**config.mk**
```make
export PLATFORM = sky130hd
export DESIGN_NAME = id_ex_stage_flat
export DESIGN_NICKNAME = d
export VERILOG_FILES = /design/src/rtl/id_ex_pkg.sv /design/src/rtl/id_ex_if.sv /design/src/rtl/fwd_unit.sv /design/src/rtl/id_ex_stage.sv /design/src/flat_wrapper.sv
export SDC_FILE = /design/constraint.sdc
export NUM_CORES = 1
export LEC_CHECK = 0
export CAP_MARGIN = 20
export CORE_AREA = 2 2 145 147
export CTS_CLUSTER_DIAMETER = 80
export DETAILED_ROUTE_END_ITERATION = 7
export DIE_AREA = 0 0 147 149
export MAX_ROUTING_LAYER = met4
export PLACE_DENSITY = 0.71
export REMOVE_ABC_BUFFERS = 1
export SYNTH_ARGS = -nofsm -noshare
export SYNTH_HDL_FRONTEND = slang
export SYNTH_SLANG_ARGS = --single-unit
```
**constraint.sdc**
```tcl
create_clock -name clk -period 2.85 [get_ports clk]
set_clock_uncertainty 0.15 [all_clocks]
set_input_delay 0.57 -clock clk [delete_from_list [all_inputs] [get_ports clk]]
set_output_delay 0.57 -clock clk [all_outputs]
set_load 0.05 [all_outputs]
```
**src/rtl/id_ex_pkg.sv**
```systemverilog
// Shared types and constants for the ID/EX pipeline stage.
// Build option: define ID_EX_FORWARD_EN to enable EX/MEM forwarding (load-use stalls only).
package id_ex_pkg;

  localparam int DATA_WIDTH_DEF     = 32;
  localparam int REG_ADDR_WIDTH_DEF = 5;

  localparam logic [3:0] ALU_ADD  = 4'b0000;
  localparam logic [3:0] ALU_SUB  = 4'b0001;
  localparam logic [3:0] ALU_AND  = 4'b0010;
  localparam logic [3:0] ALU_OR   = 4'b0011;
  localparam logic [3:0] ALU_XOR  = 4'b0100;
  localparam logic [3:0] ALU_SLL  = 4'b0101;
  localparam logic [3:0] ALU_SRL  = 4'b0110;
  localparam logic [3:0] ALU_SRA  = 4'b0111;
  localparam logic [3:0] ALU_SLT  = 4'b1000;
  localparam logic [3:0] ALU_SLTU = 4'b1001;
  localparam logic [3:0] ALU_LUI  = 4'b1010;
  localparam logic [3:0] ALU_JALR = 4'b1011;
  localparam logic [3:0] ALU_BNE  = 4'b1100;
  localparam logic [3:0] ALU_BEQ  = 4'b1101;

  typedef enum logic {
    ST_RUN,
    ST_STALL
  } stall_state_e;

  // Without EX/MEM forwarding a producer must reach WB before its consumer enters EX.
`ifdef ID_EX_FORWARD_EN
  localparam bit         EXM_FWD   = 1'b1;
  localparam logic [1:0] STALL_LEN = 2'd1;
`else
  localparam bit         EXM_FWD   = 1'b0;
  localparam logic [1:0] STALL_LEN = 2'd2;
`endif

endpackage

```
**src/rtl/id_ex_if.sv**
```systemverilog
// Decode-to-execute bus: decode fields, writeback sources and the EX-side drive.
import id_ex_pkg::*;

interface id_ex_if #(
  parameter int DATA_WIDTH     = DATA_WIDTH_DEF,
  parameter int REG_ADDR_WIDTH = REG_ADDR_WIDTH_DEF
);
  logic                      id_valid;
  logic                      id_ready;
  logic [REG_ADDR_WIDTH-1:0] id_rs1;
  logic [REG_ADDR_WIDTH-1:0] id_rs2;
  logic [REG_ADDR_WIDTH-1:0] id_rd;
  logic                      id_rs1_used;
  logic                      id_rs2_used;
  logic [DATA_WIDTH-1:0]     id_rd1;
  logic [DATA_WIDTH-1:0]     id_rd2;
  logic [DATA_WIDTH-1:0]     id_imm;
  logic [DATA_WIDTH-1:0]     id_pc;
  logic                      id_alu_src;
  logic [3:0]                id_alu_ctrl;
  logic                      id_reg_write;
  logic                      id_mem_read;
  logic                      id_mem_write;
  logic                      flush;
  logic [REG_ADDR_WIDTH-1:0] exm_rd;
  logic                      exm_reg_write;
  logic [DATA_WIDTH-1:0]     exm_result;
  logic [REG_ADDR_WIDTH-1:0] wb_rd;
  logic                      wb_reg_write;
  logic [DATA_WIDTH-1:0]     wb_result;
  logic                      ex_valid;
  logic [DATA_WIDTH-1:0]     SrcA;
  logic [DATA_WIDTH-1:0]     SrcB;
  logic [3:0]                ALUControl;
  logic [REG_ADDR_WIDTH-1:0] ex_rd;
  logic                      ex_reg_write;
  logic                      ex_mem_read;
  logic                      ex_mem_write;
  logic [DATA_WIDTH-1:0]     ex_store_data;
  logic [DATA_WIDTH-1:0]     ex_pc;

  modport master (
    output id_valid, id_rs1, id_rs2, id_rd, id_rs1_used, id_rs2_used,
           id_rd1, id_rd2, id_imm, id_pc, id_alu_src, id_alu_ctrl,
           id_reg_write, id_mem_read, id_mem_write, flush,
           exm_rd, exm_reg_write, exm_result, wb_rd, wb_reg_write, wb_result,
    input  id_ready, ex_valid, SrcA, SrcB, ALUControl, ex_rd, ex_reg_write,
           ex_mem_read, ex_mem_write, ex_store_data, ex_pc
  );

  modport slave (
    input  id_valid, id_rs1, id_rs2, id_rd, id_rs1_used, id_rs2_used,
           id_rd1, id_rd2, id_imm, id_pc, id_alu_src, id_alu_ctrl,
           id_reg_write, id_mem_read, id_mem_write, flush,
           exm_rd, exm_reg_write, exm_result, wb_rd, wb_reg_write, wb_result,
    output id_ready, ex_valid, SrcA, SrcB, ALUControl, ex_rd, ex_reg_write,
           ex_mem_read, ex_mem_write, ex_store_data, ex_pc
  );
endinterface

```
**src/rtl/fwd_unit.sv**
```systemverilog
// Operand bypass for one source register: EX/MEM result, then WB result, else regfile data.
import id_ex_pkg::*;

module fwd_unit #(
  parameter int DATA_WIDTH     = DATA_WIDTH_DEF,
  parameter int REG_ADDR_WIDTH = REG_ADDR_WIDTH_DEF,
  parameter bit EXM_EN         = 1'b1
) (
  input  logic [REG_ADDR_WIDTH-1:0] rs_i,
  input  logic [DATA_WIDTH-1:0]     reg_data_i,
  input  logic [REG_ADDR_WIDTH-1:0] exm_rd_i,
  input  logic                      exm_reg_write_i,
  input  logic [DATA_WIDTH-1:0]     exm_result_i,
  input  logic [REG_ADDR_WIDTH-1:0] wb_rd_i,
  input  logic                      wb_reg_write_i,
  input  logic [DATA_WIDTH-1:0]     wb_result_i,
  output logic [DATA_WIDTH-1:0]     data_o
);

  logic exm_hit;
  logic wb_hit;

  // x0 is hardwired to zero, so a write to it must never be bypassed.
  always_comb begin
    exm_hit = EXM_EN && exm_reg_write_i && (exm_rd_i != '0) && (exm_rd_i == rs_i);
    wb_hit  = wb_reg_write_i && (wb_rd_i != '0) && (wb_rd_i == rs_i);
    if (exm_hit)     data_o = exm_result_i;
    else if (wb_hit) data_o = wb_result_i;
    else             data_o = reg_data_i;
  end

endmodule

```
**src/rtl/id_ex_stage.sv**
```systemverilog
// ID/EX pipeline register with operand forwarding and hazard stall control.
// Build option: ID_EX_FORWARD_EN (EX/MEM forwarding, 1-cycle load-use stall); default stalls 2 cycles on any RAW.
import id_ex_pkg::*;

module id_ex_stage #(
  parameter int DATA_WIDTH     = DATA_WIDTH_DEF,
  parameter int REG_ADDR_WIDTH = REG_ADDR_WIDTH_DEF
) (
  input logic   clk,
  input logic   rst,
  id_ex_if.slave bus
);

  stall_state_e              state_q;
  logic [1:0]                cnt_q;
  logic                      valid_q;
  logic [REG_ADDR_WIDTH-1:0] rs1_q;
  logic [REG_ADDR_WIDTH-1:0] rs2_q;
  logic [REG_ADDR_WIDTH-1:0] rd_q;
  logic [DATA_WIDTH-1:0]     rd1_q;
  logic [DATA_WIDTH-1:0]     rd2_q;
  logic [DATA_WIDTH-1:0]     imm_q;
  logic [DATA_WIDTH-1:0]     pc_q;
  logic                      alu_src_q;
  logic [3:0]                alu_ctrl_q;
  logic                      reg_write_q;
  logic                      mem_read_q;
  logic                      mem_write_q;

  logic                      hazard;
  logic                      ready;
  logic                      producer;
  logic [DATA_WIDTH-1:0]     fwd_a;
  logic [DATA_WIDTH-1:0]     fwd_b;

  // With EX/MEM forwarding only a load is too late; otherwise any writer in EX is.
  always_comb begin
    producer = EXM_FWD ? mem_read_q : reg_write_q;
    hazard   = bus.id_valid && valid_q && producer && (rd_q != '0) &&
               ((bus.id_rs1_used && (bus.id_rs1 == rd_q)) ||
                (bus.id_rs2_used && (bus.id_rs2 == rd_q)));
    ready    = !(((state_q == ST_STALL) && (cnt_q != 2'd0)) || hazard);
  end

  always_ff @(posedge clk) begin
    if (rst) begin
      state_q <= ST_RUN;
      cnt_q   <= 2'd0;
    end else if (bus.flush) begin
      state_q <= ST_RUN;
      cnt_q   <= 2'd0;
    end else if ((state_q == ST_STALL) && (cnt_q != 2'd0)) begin
      cnt_q <= cnt_q - 2'd1;
    end else if (hazard) begin
      state_q <= ST_STALL;
      cnt_q   <= STALL_LEN - 2'd1;
    end else begin
      state_q <= ST_RUN;
    end
  end

  // Control bits are qualified by valid so a bubble can never write state downstream.
  always_ff @(posedge clk) begin
    if (rst) begin
      valid_q     <= 1'b0;
      rs1_q       <= '0;
      rs2_q       <= '0;
      rd_q        <= '0;
      rd1_q       <= '0;
      rd2_q       <= '0;
      imm_q       <= '0;
      pc_q        <= '0;
      alu_src_q   <= 1'b0;
      alu_ctrl_q  <= 4'b0000;
      reg_write_q <= 1'b0;
      mem_read_q  <= 1'b0;
      mem_write_q <= 1'b0;
    end else if (bus.flush || !ready) begin
      valid_q     <= 1'b0;
      reg_write_q <= 1'b0;
      mem_read_q  <= 1'b0;
      mem_write_q <= 1'b0;
    end else begin
      valid_q     <= bus.id_valid;
      rs1_q       <= bus.id_rs1;
      rs2_q       <= bus.id_rs2;
      rd_q        <= bus.id_rd;
      rd1_q       <= bus.id_rd1;
      rd2_q       <= bus.id_rd2;
      imm_q       <= bus.id_imm;
      pc_q        <= bus.id_pc;
      alu_src_q   <= bus.id_alu_src;
      alu_ctrl_q  <= bus.id_alu_ctrl;
      reg_write_q <= bus.id_reg_write & bus.id_valid;
      mem_read_q  <= bus.id_mem_read & bus.id_valid;
      mem_write_q <= bus.id_mem_write & bus.id_valid;
    end
  end

  fwd_unit #(
    .DATA_WIDTH(DATA_WIDTH), .REG_ADDR_WIDTH(REG_ADDR_WIDTH), .EXM_EN(EXM_FWD)
  ) u_fwd_a (
    .rs_i(rs1_q), .reg_data_i(rd1_q),
    .exm_rd_i(bus.exm_rd), .exm_reg_write_i(bus.exm_reg_write), .exm_result_i(bus.exm_result),
    .wb_rd_i(bus.wb_rd), .wb_reg_write_i(bus.wb_reg_write), .wb_result_i(bus.wb_result),
    .data_o(fwd_a)
  );

  fwd_unit #(
    .DATA_WIDTH(DATA_WIDTH), .REG_ADDR_WIDTH(REG_ADDR_WIDTH), .EXM_EN(EXM_FWD)
  ) u_fwd_b (
    .rs_i(rs2_q), .reg_data_i(rd2_q),
    .exm_rd_i(bus.exm_rd), .exm_reg_write_i(bus.exm_reg_write), .exm_result_i(bus.exm_result),
    .wb_rd_i(bus.wb_rd), .wb_reg_write_i(bus.wb_reg_write), .wb_result_i(bus.wb_result),
    .data_o(fwd_b)
  );

  assign bus.id_ready      = ready;
  assign bus.ex_valid      = valid_q;
  assign bus.SrcA          = fwd_a;
  assign bus.SrcB          = alu_src_q ? imm_q : fwd_b;
  assign bus.ex_store_data = fwd_b;
  assign bus.ALUControl    = alu_ctrl_q;
  assign bus.ex_rd         = rd_q;
  assign bus.ex_reg_write  = reg_write_q;
  assign bus.ex_mem_read   = mem_read_q;
  assign bus.ex_mem_write  = mem_write_q;
  assign bus.ex_pc         = pc_q;

endmodule

```
**src/flat_wrapper.sv**
```systemverilog
// flat-port wrapper written by rule: the top's interface ports become plain ports
module id_ex_stage_flat 
#(
  parameter int DATA_WIDTH     = DATA_WIDTH_DEF,
  parameter int REG_ADDR_WIDTH = REG_ADDR_WIDTH_DEF
)
  (clk, rst, bus_id_valid, bus_id_rs1, bus_id_rs2, bus_id_rd, bus_id_rs1_used, bus_id_rs2_used, bus_id_rd1, bus_id_rd2, bus_id_imm, bus_id_pc, bus_id_alu_src, bus_id_alu_ctrl, bus_id_reg_write, bus_id_mem_read, bus_id_mem_write, bus_flush, bus_exm_rd, bus_exm_reg_write, bus_exm_result, bus_wb_rd, bus_wb_reg_write, bus_wb_result, bus_id_ready, bus_ex_valid, bus_SrcA, bus_SrcB, bus_ALUControl, bus_ex_rd, bus_ex_reg_write, bus_ex_mem_read, bus_ex_mem_write, bus_ex_store_data, bus_ex_pc);
  id_ex_if #(.DATA_WIDTH(DATA_WIDTH), .REG_ADDR_WIDTH(REG_ADDR_WIDTH)) bus_i ();
  input logic clk;
  input logic rst;
  input wire logic [$bits(bus_i.id_valid)-1:0] bus_id_valid;
  input wire logic [$bits(bus_i.id_rs1)-1:0] bus_id_rs1;
  input wire logic [$bits(bus_i.id_rs2)-1:0] bus_id_rs2;
  input wire logic [$bits(bus_i.id_rd)-1:0] bus_id_rd;
  input wire logic [$bits(bus_i.id_rs1_used)-1:0] bus_id_rs1_used;
  input wire logic [$bits(bus_i.id_rs2_used)-1:0] bus_id_rs2_used;
  input wire logic [$bits(bus_i.id_rd1)-1:0] bus_id_rd1;
  input wire logic [$bits(bus_i.id_rd2)-1:0] bus_id_rd2;
  input wire logic [$bits(bus_i.id_imm)-1:0] bus_id_imm;
  input wire logic [$bits(bus_i.id_pc)-1:0] bus_id_pc;
  input wire logic [$bits(bus_i.id_alu_src)-1:0] bus_id_alu_src;
  input wire logic [$bits(bus_i.id_alu_ctrl)-1:0] bus_id_alu_ctrl;
  input wire logic [$bits(bus_i.id_reg_write)-1:0] bus_id_reg_write;
  input wire logic [$bits(bus_i.id_mem_read)-1:0] bus_id_mem_read;
  input wire logic [$bits(bus_i.id_mem_write)-1:0] bus_id_mem_write;
  input wire logic [$bits(bus_i.flush)-1:0] bus_flush;
  input wire logic [$bits(bus_i.exm_rd)-1:0] bus_exm_rd;
  input wire logic [$bits(bus_i.exm_reg_write)-1:0] bus_exm_reg_write;
  input wire logic [$bits(bus_i.exm_result)-1:0] bus_exm_result;
  input wire logic [$bits(bus_i.wb_rd)-1:0] bus_wb_rd;
  input wire logic [$bits(bus_i.wb_reg_write)-1:0] bus_wb_reg_write;
  input wire logic [$bits(bus_i.wb_result)-1:0] bus_wb_result;
  output wire logic [$bits(bus_i.id_ready)-1:0] bus_id_ready;
  output wire logic [$bits(bus_i.ex_valid)-1:0] bus_ex_valid;
  output wire logic [$bits(bus_i.SrcA)-1:0] bus_SrcA;
  output wire logic [$bits(bus_i.SrcB)-1:0] bus_SrcB;
  output wire logic [$bits(bus_i.ALUControl)-1:0] bus_ALUControl;
  output wire logic [$bits(bus_i.ex_rd)-1:0] bus_ex_rd;
  output wire logic [$bits(bus_i.ex_reg_write)-1:0] bus_ex_reg_write;
  output wire logic [$bits(bus_i.ex_mem_read)-1:0] bus_ex_mem_read;
  output wire logic [$bits(bus_i.ex_mem_write)-1:0] bus_ex_mem_write;
  output wire logic [$bits(bus_i.ex_store_data)-1:0] bus_ex_store_data;
  output wire logic [$bits(bus_i.ex_pc)-1:0] bus_ex_pc;
  assign bus_i.id_valid = bus_id_valid;
  assign bus_i.id_rs1 = bus_id_rs1;
  assign bus_i.id_rs2 = bus_id_rs2;
  assign bus_i.id_rd = bus_id_rd;
  assign bus_i.id_rs1_used = bus_id_rs1_used;
  assign bus_i.id_rs2_used = bus_id_rs2_used;
  assign bus_i.id_rd1 = bus_id_rd1;
  assign bus_i.id_rd2 = bus_id_rd2;
  assign bus_i.id_imm = bus_id_imm;
  assign bus_i.id_pc = bus_id_pc;
  assign bus_i.id_alu_src = bus_id_alu_src;
  assign bus_i.id_alu_ctrl = bus_id_alu_ctrl;
  assign bus_i.id_reg_write = bus_id_reg_write;
  assign bus_i.id_mem_read = bus_id_mem_read;
  assign bus_i.id_mem_write = bus_id_mem_write;
  assign bus_i.flush = bus_flush;
  assign bus_i.exm_rd = bus_exm_rd;
  assign bus_i.exm_reg_write = bus_exm_reg_write;
  assign bus_i.exm_result = bus_exm_result;
  assign bus_i.wb_rd = bus_wb_rd;
  assign bus_i.wb_reg_write = bus_wb_reg_write;
  assign bus_i.wb_result = bus_wb_result;
  assign bus_id_ready = bus_i.id_ready;
  assign bus_ex_valid = bus_i.ex_valid;
  assign bus_SrcA = bus_i.SrcA;
  assign bus_SrcB = bus_i.SrcB;
  assign bus_ALUControl = bus_i.ALUControl;
  assign bus_ex_rd = bus_i.ex_rd;
  assign bus_ex_reg_write = bus_i.ex_reg_write;
  assign bus_ex_mem_read = bus_i.ex_mem_read;
  assign bus_ex_mem_write = bus_i.ex_mem_write;
  assign bus_ex_store_data = bus_i.ex_store_data;
  assign bus_ex_pc = bus_i.ex_pc;
  id_ex_stage #(.DATA_WIDTH(DATA_WIDTH), .REG_ADDR_WIDTH(REG_ADDR_WIDTH)) u_core (.clk(clk), .rst(rst), .bus(bus_i));
endmodule
```
==> results.txt <==
Port-buffer cells = 336
Die Area = 21900 sq um
Power Density = 560.3 nW/um^2
Placed Area = 9829 sq um
Hold Buf Count CTS = 0
Synthesized area per cell = 12.21 sq um
Post-Synthesis Cells = 498
Slew Limit Fails = 0
Mux cell area share after synthesis = 18.03%
Die Y = 149 um
Core footprint = 20560 sq um
Simple logic cell fraction of the synthesized area = 2.285%
Crit-path max cell delay = 530 ps
Largest family of logic cells by synthesized area = compound AO/OA/AOI/OAI gates
GP Congestion = 0.8048
Final Cycle Share = 114.4%
Fin area = 11370 sq um
Synth Area in Adders = 0.2058%
Critical path's slowest cell = or4_4
Nets = 1096
# setup viols final = 96
Overflow after GRT = 0
First-pass GRT wire length = 32.43 mm
RSZ-0062 raised after global routing = true
Hold/Removal Path Class = flop to flop
Post-layout util = 55.32%
Reg clk slew, reported paths = 60 ps
CP bufs+invs = 4
DP Worst Slack = -758.4 ps
Hold violation total from the final report = 0
Yosys cell types = 30
Worst setup path class = input port to output port
CTS buffer count = 17
Via count = 5581
CTS tree = built
Placed cells = 1107
Post-Route WL = 22.08 mm
Synthesis warning total = 0
Top Family by Delay on Critical Path = simple AND/OR/NAND/NOR gates
Cells along the critical path = buf_6 > or4_4 > o21ai_4 > nor4_4 > buf_12 > clkbuf_16 > mux2_4 > mux2_4 > buf_8
Worst setup margin = -411.6 ps
P_leak = 4.707 nW
WP data arrival = 2540 ps
Max FO, Critical Path = 5
Compound-Gate Fraction of Synth Area = 22.27%
1st-iter DRT viols = 191
Setup Total Neg Slack = -23700 ps
Status = complete, but fails checks
Initial Utilization = 29.57%
Clock Latency Late Sink = 420 ps
Initial antenna violation count = 1
Row cnt = 53
FF+latch count, synth = 155
CTS Root Cell = clkbuf_16
Max Cap Viol = 0
HPWL Detailed = 15.22 mm
H-tree Lvls = 4
Share of layout cells above drive strength 1 = 33.22%
Type of origin of the critical path = input port
Routed vias/inst = 4.857
Failing checks = setup timing
Worst-Margin Slew = 554.3 ps
Post-route ant nets = 0
Post-Syn Area = 6078 sq um
Area growth syn-to-layout = 87.09%
Setup crit end kind = output port
CP dominant cell by count = mux2_4
Vias in the first global route = 5764
Max Root-Sink Buffers = 2
Slew headroom = 62.93%
Pre-antenna DRT Iters = 5
WL per Instance = 19.21 um
Largest net degree at the start of global routing = 79
XOR/XNOR Fraction of Synth Area = 2.882%
Post-synthesis sequential area ratio = 51.05%
Top Ports = 375
Clock sinks = 155
FMAX = 306.6 MHz
WP data required = 2130 ps
Die X = 147 um
Minimum clock period = 3262 ps
Remaining DRCs = 0
GRT Total Usage = 19.93%
Non-filler instance count after layout = 1149
Max VDD drop = 0.3582 mV
area by class of cell:
cell class | instances | area [sq um]
antenna | 1 | 2.502
clock buffer | 17 | 425.4
clock inverter | 13 | 191.4
fill | 1719 | 9185
inverter | 3 | 11.26
multi-input combinational | 298 | 3008
sequential | 155 | 3104
tap | 275 | 344.1
timing repair buffer | 387 | 4285
repair_timing:
action / 4_1_cts / 5_1_grt
gates cloned: 4 / 2
setup endpoints to repair: 96 / 97
hold endpoints to repair: 0 / 0
resized for setup: 159 / 61
pin swaps: 4 / 6
setup buffers: 5 / 4
placed cells by master (no fill, tap or decap), types with 2 or more instances in the layout:
| cell type | count |
|---|---|
| a21oi_1 | 3 |
| a22o_1 | 148 |
| and4_1 | 3 |
| buf_12 | 16 |
| buf_4 | 23 |
| buf_6 | 69 |
| buf_8 | 40 |
| bufinv_16 | 4 |
| clkbuf_16 | 18 |
| clkdlybuf4s50_1 | 233 |
| clkinv_4 | 2 |
| clkinvlp_4 | 3 |
| dfxtp_1 | 154 |
| inv_1 | 3 |
| inv_6 | 3 |
| mux2_2 | 55 |
| mux2_4 | 41 |
| nand2_1 | 4 |
| nand3_1 | 2 |
| nand4_1 | 2 |
| nor2_1 | 4 |
| nor3_1 | 2 |
| nor4_4 | 2 |
| xnor2_1 | 14 |
| xor2_1 | 4 |
path summary, 6_finish.rpt:
path / end / slack (ps) / start / depth (start not counted)
max: bus_SrcB[6] / -410 / bus_wb_rd[0] / 9
min: u_core.cnt_q[1] / 320 / u_core.cnt_q[1] / 1
max reg2reg: u_core.imm_q[13] / 860 / u_core.bus.ex_rd[1] / 7
min reg2reg: u_core.cnt_q[1] / 320 / u_core.cnt_q[1] / 1
worst reg2reg max path, stage by stage, from the launching register on:
cell	delay, ps
dfxtp_1	470
xnor2_1	160
nand4_1	120
o22ai_2	270
a31o_4	240
buf_12	210
buf_12	160
a22o_1	150
cell usage after synthesis, drive strengths merged:
cell,n,area (sq um)
or4,1,7.510
a21oi,4,20.02
nand3,3,15.01
o2bb2ai,1,8.760
nor2,4,15.01
mux2,96,1096
o22ai,1,6.260
clkbuf,28,105.1
nor4,2,18.77
xor2,4,35.03
ha,1,12.51
dfxtp,155,3103
nand4,2,12.51
inv,3,11.26
o21ai,2,13.76
xnor2,16,140.1
nor2b,1,6.260
nand2b,1,6.260
and3,1,6.260
a22o,148,1296
a31o,1,8.760
nor3,2,10.01
nand2,4,15.01
buf,14,82.58
and4,3,26.28
where the power goes:
group          switching (mW)  leakage, nW  internal, mW
logic                   0.810         3.14         0.777
clock network           0.950        0.292          1.47
registers              0.0768         1.28          2.29
registers in the layout (all words and copies together) (netlist names), 2 cells and up:
| signal | count |
|---|---|
| u_core.bus.ex_pc | 32 |
| u_core.imm_q | 32 |
| u_core.rd1_q | 32 |
| u_core.rd2_q | 32 |
| u_core.bus.ex_rd | 5 |
| u_core.rs1_q | 5 |
| u_core.rs2_q | 5 |
| u_core.bus.ALUControl | 4 |
| u_core.cnt_q | 2 |
routing by layer:
| metal | GRT usage [%] | wire length (um) |
|---|---|---|
| met2 | 32.70 | 10590 |
| met3 | 5.566 | 1506 |
| met4 | 6.923 | 454 |
| met5 | - | 0 |
| met1 | 23.65 | 9526 |
cells by family after synthesis:
kind of cell,count (synthesis)
and+or+nand+nor,24
xor gates and xnor gates,20
adders and majority gates,1
buffers and inverters,45
AOI/OAI and AO/OA,157
muxes,96
DFF,155
stage by stage:
stage / hold slack, ps / power, mW
3_5_place_dp: 305.8 / 3.829
2_1_floorplan: 282.3 / 3.195
3_3_place_gp: 297.0 / 3.821
4_1_cts: 320.6 / 6.387
6_report: 315.1 / 6.372
5_1_grt: 339.2 / 6.607
No activity file was read; power rests on OpenSTA's default activity.
